**config.mk**
```make
export PLATFORM = sky130hd
export DESIGN_NAME = fd_ratio_ctrl
export DESIGN_NICKNAME = d
export VERILOG_FILES = /design/src/rtl/fd_pkg.sv /design/src/rtl/fd_cfg_hold.sv /design/src/rtl/fd_ratio_ctrl.sv
export SDC_FILE = /design/constraint.sdc
export NUM_CORES = 1
export LEC_CHECK = 0
export ABC_AREA = 1
export CORE_MARGIN = 5
export CORE_UTILIZATION = 51
export DETAILED_ROUTE_END_ITERATION = 8
export PLACE_DENSITY = 0.7
export SLEW_MARGIN = 15
export SYNTH_ARGS = -nofsm -noshare
export SYNTH_HDL_FRONTEND = slang
export SYNTH_HIERARCHICAL = 1
export SYNTH_SLANG_ARGS = --single-unit
```
**constraint.sdc**
```tcl
create_clock -name clk -period 4.9 [get_ports clk]
set_clock_uncertainty 0.05 [all_clocks]
set_input_delay 0.735 -clock clk [delete_from_list [all_inputs] [get_ports clk]]
set_output_delay 0.735 -clock clk [all_outputs]
set_load 0.05 [all_outputs]
```
**src/rtl/fd_pkg.sv**
```systemverilog
// Shared types and constants for the run-time frequency divider controller.
package fd_pkg;

  typedef enum logic [1:0] {
    ST_IDLE  = 2'd0,
    ST_RUN   = 2'd1,
    ST_DRAIN = 2'd2
  } fd_state_e;

  localparam int unsigned MIN_DIV = 32'd2;

  // Length of the high phase for ratio n; odd ratios get the extra cycle high.
  function automatic int unsigned fd_high_len(input int unsigned n);
    return n - (n >> 1);
  endfunction

endpackage

```
**src/rtl/fd_cfg_hold.sv**
```systemverilog
// Ratio handshake: validates requested ratios and holds one pending ratio until the
// divider reaches a period boundary.
module fd_cfg_hold
  import fd_pkg::*;
#(
  parameter int CNT_W = 8
) (
  input  logic             clk,
  input  logic             rst,
  input  logic             cfg_valid,
  input  logic [CNT_W-1:0] cfg_div,
  input  logic             direct,
  input  logic             apply,
  output logic             cfg_ready,
  output logic             cfg_err,
  output logic             acc_ok,
  output logic             pend_vld,
  output logic [CNT_W-1:0] pend_div
);

  logic             xfer_s;
  logic             div_ok_s;
  logic             cfg_err_d, cfg_err_q;
  logic             pend_vld_d, pend_vld_q;
  logic [CNT_W-1:0] pend_div_d, pend_div_q;

  // Accept/reject decision and pending-register next state.
  always_comb begin
    xfer_s     = cfg_valid & ~pend_vld_q;
    div_ok_s   = (32'(cfg_div) >= MIN_DIV);
    acc_ok     = xfer_s & div_ok_s;
    cfg_err_d  = xfer_s & ~div_ok_s;
    pend_vld_d = pend_vld_q;
    pend_div_d = pend_div_q;
    if (apply) begin
      pend_vld_d = 1'b0;
    end else if (acc_ok && !direct) begin
      pend_vld_d = 1'b1;
      pend_div_d = cfg_div;
    end else begin
      pend_vld_d = pend_vld_q;
    end
  end

  // Handshake state registers.
  always_ff @(posedge clk or negedge rst) begin
    if (!rst) begin
      cfg_err_q  <= 1'b0;
      pend_vld_q <= 1'b0;
      pend_div_q <= {CNT_W{1'b0}};
    end else begin
      cfg_err_q  <= cfg_err_d;
      pend_vld_q <= pend_vld_d;
      pend_div_q <= pend_div_d;
    end
  end

  assign cfg_ready = ~pend_vld_q;
  assign cfg_err   = cfg_err_q;
  assign pend_vld  = pend_vld_q;
  assign pend_div  = pend_div_q;

endmodule

```
**src/rtl/fd_ratio_ctrl.sv**
```systemverilog
// Run-time divider controller: start/stop sequencing, period counter, and ratio
// changes applied only at output-period boundaries.
module fd_ratio_ctrl
  import fd_pkg::*;
#(
  parameter int CNT_W   = 8,
  parameter int DEF_DIV = 4
) (
  input  logic             clk,
  input  logic             rst,
  input  logic             en,
  input  logic             cfg_valid,
  input  logic [CNT_W-1:0] cfg_div,
  output logic             cfg_ready,
  output logic             cfg_err,
  output logic [CNT_W-1:0] cur_div,
  output logic             clk_out,
  output logic             tick,
  output logic             busy
);

  localparam logic [CNT_W-1:0] DEF_DIV_C = CNT_W'(DEF_DIV);
  localparam logic [CNT_W-1:0] ONE_C     = CNT_W'(1);
  localparam logic [CNT_W-1:0] ZERO_C    = {CNT_W{1'b0}};

  fd_state_e        state_d, state_q;
  logic [CNT_W-1:0] cnt_d, cnt_q;
  logic [CNT_W-1:0] cur_div_d, cur_div_q;
  logic             clk_out_d, clk_out_q;
  logic             tick_d, tick_q;
  logic             busy_d, busy_q;

  logic             idle_s;
  logic             at_bnd_s;
  logic             run_nxt_s;
  logic             apply_s;
  logic             acc_ok_s;
  logic             pend_vld_s;
  logic [CNT_W-1:0] pend_div_s;

  assign idle_s = (state_q == ST_IDLE);

  fd_cfg_hold #(
    .CNT_W (CNT_W)
  ) u_cfg_hold (
    .clk       (clk),
    .rst       (rst),
    .cfg_valid (cfg_valid),
    .cfg_div   (cfg_div),
    .direct    (idle_s),
    .apply     (apply_s),
    .cfg_ready (cfg_ready),
    .cfg_err   (cfg_err),
    .acc_ok    (acc_ok_s),
    .pend_vld  (pend_vld_s),
    .pend_div  (pend_div_s)
  );

  // Next state, period count and ratio; outputs are derived from the next cycle's count.
  always_comb begin
    state_d   = state_q;
    cnt_d     = cnt_q;
    cur_div_d = cur_div_q;
    apply_s   = 1'b0;
    run_nxt_s = 1'b0;
    at_bnd_s  = (cnt_q == (cur_div_q - ONE_C));

    case (state_q)
      ST_IDLE: begin
        // A ratio left pending by a boundary-edge transfer while draining lands here.
        if (acc_ok_s) begin
          cur_div_d = cfg_div;
        end else if (pend_vld_s) begin
          cur_div_d = pend_div_s;
          apply_s   = 1'b1;
        end else begin
          cur_div_d = cur_div_q;
        end
        cnt_d = ZERO_C;
        if (en) begin
          state_d   = ST_RUN;
          run_nxt_s = 1'b1;
        end else begin
          state_d = ST_IDLE;
        end
      end

      ST_RUN, ST_DRAIN: begin
        if (at_bnd_s) begin
          cnt_d = ZERO_C;
          if (pend_vld_s) begin
            cur_div_d = pend_div_s;
            apply_s   = 1'b1;
          end else begin
            cur_div_d = cur_div_q;
          end
        end else begin
          cnt_d = cnt_q + ONE_C;
        end

        if (en) begin
          state_d   = ST_RUN;
          run_nxt_s = 1'b1;
        end else if (at_bnd_s) begin
          state_d = ST_IDLE;
        end else begin
          state_d   = ST_DRAIN;
          run_nxt_s = 1'b1;
        end
      end

      default: begin
        state_d = ST_IDLE;
        cnt_d   = ZERO_C;
      end
    endcase

    busy_d    = run_nxt_s;
    tick_d    = run_nxt_s && (cnt_d == ZERO_C);
    clk_out_d = run_nxt_s && (32'(cnt_d) < fd_high_len(32'(cur_div_d)));
  end

  // Controller state and registered outputs.
  always_ff @(posedge clk or negedge rst) begin
    if (!rst) begin
      state_q   <= ST_IDLE;
      cnt_q     <= ZERO_C;
      cur_div_q <= DEF_DIV_C;
      clk_out_q <= 1'b0;
      tick_q    <= 1'b0;
      busy_q    <= 1'b0;
    end else begin
      state_q   <= state_d;
      cnt_q     <= cnt_d;
      cur_div_q <= cur_div_d;
      clk_out_q <= clk_out_d;
      tick_q    <= tick_d;
      busy_q    <= busy_d;
    end
  end

  assign cur_div = cur_div_q;
  assign clk_out = clk_out_q;
  assign tick    = tick_q;
  assign busy    = busy_q;

endmodule

```
# Yosys cells after proc, flatten, opt, wreduce, memory -nomap -nowiden
# Index checks and enable logic that the tools add are counted.
[word_totals]
inputBits = 12
ff_bits = 31
output_inout_bits = 13
word_cells = 52
[op_classes]
reduce_logical = 9
bitwise_logic = 6
n_lt_le_gt_ge = 2
mux = 20
eq_ne = 3
n_addsub = 3
[op_table]
columns = ["operator", "n"]
rows = [
  ["$mux 8", 5],
  ["$lt 8x32->1", 1],
  ["$pmux 8 s2", 1],
  ["$mux 1", 9],
  ["$sub 8x7->9", 1],
  ["$add 8x1->8 const B", 1],
  ["$eq 8x8->1", 1],
  ["$ge 8x2->1 const B", 1],
  ["$logic_not 8->1", 1],
  ["$sub 8x1->8 const B", 1],
  ["$mux 2", 2],
  ["$pmux 1 s2", 2],
  ["$pmux 2 s2", 1],
  ["$and 1x1->1", 3],
  ["$logic_and 1x1->1", 3],
  ["$not 1->1", 3],
  ["$eq 2x1->1 const B", 1],
  ["$eq 2x2->1 const B", 1],
  ["$logic_not 2->1", 1],
  ["$reduce_and 2->1", 1],
  ["$reduce_bool 2->1", 1],
  ["$reduce_or 2->1", 1],
  ["$logic_not 1->1", 1],
]

# Longest topological paths before layout
[depth]
ltp_word = 8
mapped_depth = 34

# Cells and area by module
# The synthesis kept the hierarchy.
[modules_own_cells]
columns = ["module", "area_each_um2", "seq_area_each_um2", "cells_per_inst", "n_inst"]
rows = [
  ["fd_ratio_ctrl", 2009.4, 526.8, 289, 1],
  ["fd_cfg_hold", 498.0, 250.2, 54, 1],
]

# Worst setup path after synthesis
# No wires, ideal clock.
[synth_path]
path_type = "register to register"
from = "reg cur_div_q[0], in the netlist cur_div[0]"
to = "reg clk_out_q, in the netlist clk_out"
slack_ns = 0.595
stages_incl_launch_ff = 31
n_path_buf = 1
t_arrival_ns = 4.177
path_cell_list = "dfrtp_1 inv_2 ha_1 xor2_1 nand2_1 nor2_1 nand2_1 nor3_2 nand2_2 buf_6 o21ai_0 o211ai_1 nand2_1 inv_1 ha_1 a21oi_1 nand2_1 a21oi_1 o21bai_1 nand2_1 nand2_1 a21oi_1 inv_1 nand2_1 nand2_1 ha_1 nand2_1 nor2_1 a211oi_1 nand2_1 a21oi_1"
[synth_between]
elab_chain_len = 7
[synth_rtl]
columns = ["item", "line_no", "rtl"]
rows = [
  ["start: declaration", "fd_ratio_ctrl.sv:28", "logic [CNT_W-1:0] cur_div_d, cur_div_q;"],
  ["start signal: assignment", "fd_ratio_ctrl.sv:135", "cur_div_q <= cur_div_d;"],
  ["$sub 8x1->8", "fd_ratio_ctrl.sv:66", "at_bnd_s = (cnt_q == (cur_div_q - ONE_C));"],
  ["$eq 8x8->1", "fd_ratio_ctrl.sv:66", ""],
  ["$mux 8", "fd_ratio_ctrl.sv:89", "if (at_bnd_s) begin"],
  ["$pmux 8 s2", "fd_ratio_ctrl.sv:68", "case (state_q)"],
  ["net cur_div_d[2]", "fd_ratio_ctrl.sv:28", ""],
  ["$sub 8x7->9", "fd_pkg.sv:14", "return n - (n >> 1);"],
  ["$lt 8x32->1", "fd_ratio_ctrl.sv:120", "clk_out_d = run_nxt_s && (32'(cnt_d) < fd_high_len(32'(cur_div_d)));"],
  ["$logic_and 1x1->1", "fd_ratio_ctrl.sv:120", ""],
  ["net clk_out_d", "fd_ratio_ctrl.sv:29", "logic clk_out_d, clk_out_q;"],
  ["end signal: assignment", "fd_ratio_ctrl.sv:136", "clk_out_q <= clk_out_d;"],
  ["end: declaration", "fd_ratio_ctrl.sv:29", ""],
]
# The timed path passes the listed nets, and every way through them passes these cells.
# A chain may end at the register's enable or synchronous reset.

# Worst setup path in the final report
[layout_path]
from = "reg cur_div_q[1], in the netlist cur_div[1]"
to = "reg clk_out_q, in the netlist clk_out"
[layout_between]
elab_chain_len = 7
[layout_rtl]
columns = ["item", "line_no"]
rows = [
  ["$sub 8x1->8", "fd_ratio_ctrl.sv:66"],
  ["$eq 8x8->1", "fd_ratio_ctrl.sv:66"],
  ["$mux 8", "fd_ratio_ctrl.sv:89"],
  ["$pmux 8 s2", "fd_ratio_ctrl.sv:68"],
  ["$sub 8x7->9", "fd_pkg.sv:14"],
  ["$lt 8x32->1", "fd_ratio_ctrl.sv:120"],
  ["$logic_and 1x1->1 *", "fd_ratio_ctrl.sv:120"],
  ["net clk_out_d", "fd_ratio_ctrl.sv:29"],
]
# The timed path passes the listed nets; every way through them passes the cells marked *.

==> flow_metrics.tcl <==
set metrics [dict create \
    cap_violations 0 \
    grt_pass1_wl_mm 10.01 \
    worstHoldPathCells 2 \
    crit_path_top_delay_cell "dfrtp_1" \
    drtIter0Drc 201 \
    arrival_ps 4630 \
    synthCells 343 \
    seq_area_frac_synth_pct 30.99 \
    clk-insertion-delay-late_ps 290 \
    place_area_um2 2831 \
    totalWireLength_mm 5.976 \
    grt_pass1_vias 2181 \
    r2r-start "cur_div[1]" \
    die_h_um 80.12 \
    syn_nets 376 \
    yosys.cell_types.count 37 \
    max_freq_mhz 223.6 \
    min_period_ps 4473 \
    busiest_layer "met2" \
    maxSlewHeadroom_pct 58.71 \
    hold_class "reg -> reg" \
    num_rows 25 \
    cts_max_level 2 \
    synth_flop_cell "dfrtp_1" \
    slowest_delay_ps 410 \
    antenna_cells 0 \
    antenna_found_initial 0 \
    start_kind "flip-flop" \
    ctsHoldBuffers 0 \
    cts_tree "built" \
    yosys_warnings 6 \
    final-hold-violation-count 0 \
    maxSlewViolCount 0 \
    async_reset_ff_share_pct 100.0 \
    start_util_pct 52.74 \
    viasPerCell 5.201 \
    n_fill_cell 457 \
    endpoint_kind "flip-flop" \
    dp_hpwl_mm 4.619 \
    gr-usage-met2_pct 30.13 \
    finalCritPeriodShare_pct 91.28 \
    synthesis.area_um2 2507 \
    grt_overflow 0 \
    gr-usage-all-layers_pct 20.06 \
    r2r_slack_ps 430 \
    cts_inserted_buffers 5 \
    synth_top_area_share_pct 29.94 \
    netlist_top_cells_count "90 x nand2_1, 45 x inv_1, 30 x dfrtp_1" \
    use_met3_pct 4.709 \
    io_pins 25 \
    path_class "reg -> reg" \
    numPortBuffers 24 \
    stdcell_area_um2 2998 \
    worstMarginPinSlew_ps 619.4 \
    ys_ff_latch 31 \
    drc 0 \
    ant_nets 0 \
    dieArea_um2 6418 \
    wl_per_cell_um 13.37 \
    whs_endpoint "u_cfg_hold/pend_div[5]" \
    synthTopCellsByArea "dfrtp_1 30%, nand2_1 13%, ha_1 10%" \
    area_growth_syn_to_layout_pct 19.56 \
    place_congestion 0.9057 \
    finalNetCount 412 \
    core_area_um2 4755 \
    r2r_end "clk_out" \
    finalSetupViolCount 0 \
    synth_edf_count 0 \
    die_x_um 80.12 \
    cp_max_fo 9 \
    yosysTopAreaCell "dfrtp_1" \
    crit_top_cell "nand2_1" \
    met1_usage_pct 28.66 \
    clk_path_buf_depth 2 \
    cts_root_buf "clkbuf_8" \
    grt_max_degree 32 \
    finalSetupTns_ps 0 \
    drt_pre_antenna_iters 5 \
    cts_num_sinks 31 \
    status "completed" \
    vias 2325 \
    synth.most_common_cell "nand2_1" \
    drive_gt1_share_pct 12.89 \
    critPathRequiredTime_ps 5060 \
    avgSynthCellArea_um2 7.310 \
    reg2reg_depth 29 \
    path_clk_slew_ps 70 \
    min_from "u_cfg_hold/pend_div[5]" \
]
==> sequential cells by signal, summed over array words and instances (netlist names) <==
signal,flops
cur_div,8
clk_out,1
cnt_q,8
tick,1
busy,1
u_cfg_hold/pend_vld,1
u_cfg_hold/cfg_err,1
u_cfg_hold/pend_div,8
state_q,2
==> metal layers <==
metal	up-vias	routed length [um]
li1	1187	-
met1	1071	2924
met2	59	2646
met3	8	329
met4	0	76
met5	-	0
==> repair_timing <==
item | in CTS | in global routing
gates resized for setup | 0 | 7
endpoints found under the setup margin | 0 | 1
setup buffers | 0 | 6
==> through the flow <==
step	instances	utilization (%)	setup WS (ps)	hold WS, ps
after floorplan	343	-	595.3	389.4
after global placement	433	59.55	334.1	406.2
after detailed placement	433	59.55	314.8	413.0
after CTS	441	61.66	398.7	430.9
after global routing	447	63.05	-15.73	465.2
final	447	63.05	427.4	426.4
==> layout by cell type (no fill, tap or decap), drive strengths merged, types with 11 or more instances in the layout <==
cell type,instances
nand2,97
o21ai,17
a21oi,22
clkdlybuf4s50,24
inv,53
nand3,19
nor2,27
dfrtp,30
xor2,11
ha,20
==> final cells by class <==
type	count	area, um2	area share [%]
inverters	54	202.7	6.761
well taps	67	83.83	2.796
multi-input cells	254	1526	50.92
clock buffers	8	100.1	3.339
flip-flops and latches	31	777.0	25.92
repair buffers	33	307.8	10.27
==> cell families after synthesis <==
| logic type | after synthesis | synth area share (%) |
|---|---|---|
| adder cells (fa/ha/maj) | 21 | 10.78 |
| XOR/XNOR | 14 | 4.890 |
| AND/OR/NAND/NOR | 160 | 29.34 |
| flip-flops | 31 | 30.99 |
| AO/OA/AOI/OAI | 52 | 12.08 |
| multiplexers | 7 | 2.944 |
| buffers and inverters | 58 | 8.982 |
==> worst max-delay path: cells and delay by family, from the launching register on <==
family | cells | cell delay (ps)
fa+ha+maj | 3 | 900
simple gates | 14 | 1390
xor+xnor | 1 | 140
buf+inv | 3 | 320
flops | 1 | 410
compound gates | 8 | 1180
==> worst max path at each step <==
stage | startpoint | end | slack (ps) | cells past startpoint
global route | cur_div[1] | clk_out | -20 | 33
floorplan | cur_div[0] | clk_out | 600 | 30
finish | cur_div[1] | clk_out | 430 | 29
detailed placement | cfg_div[3] | clk_out | 310 | 27
CTS | cur_div[0] | clk_out | 400 | 32
global placement | cfg_div[4] | clk_out | 330 | 27
Power is left out: the tool's default activity adds up to more than one toggle a clock period on the data nets, which glitch-free logic cannot reach.
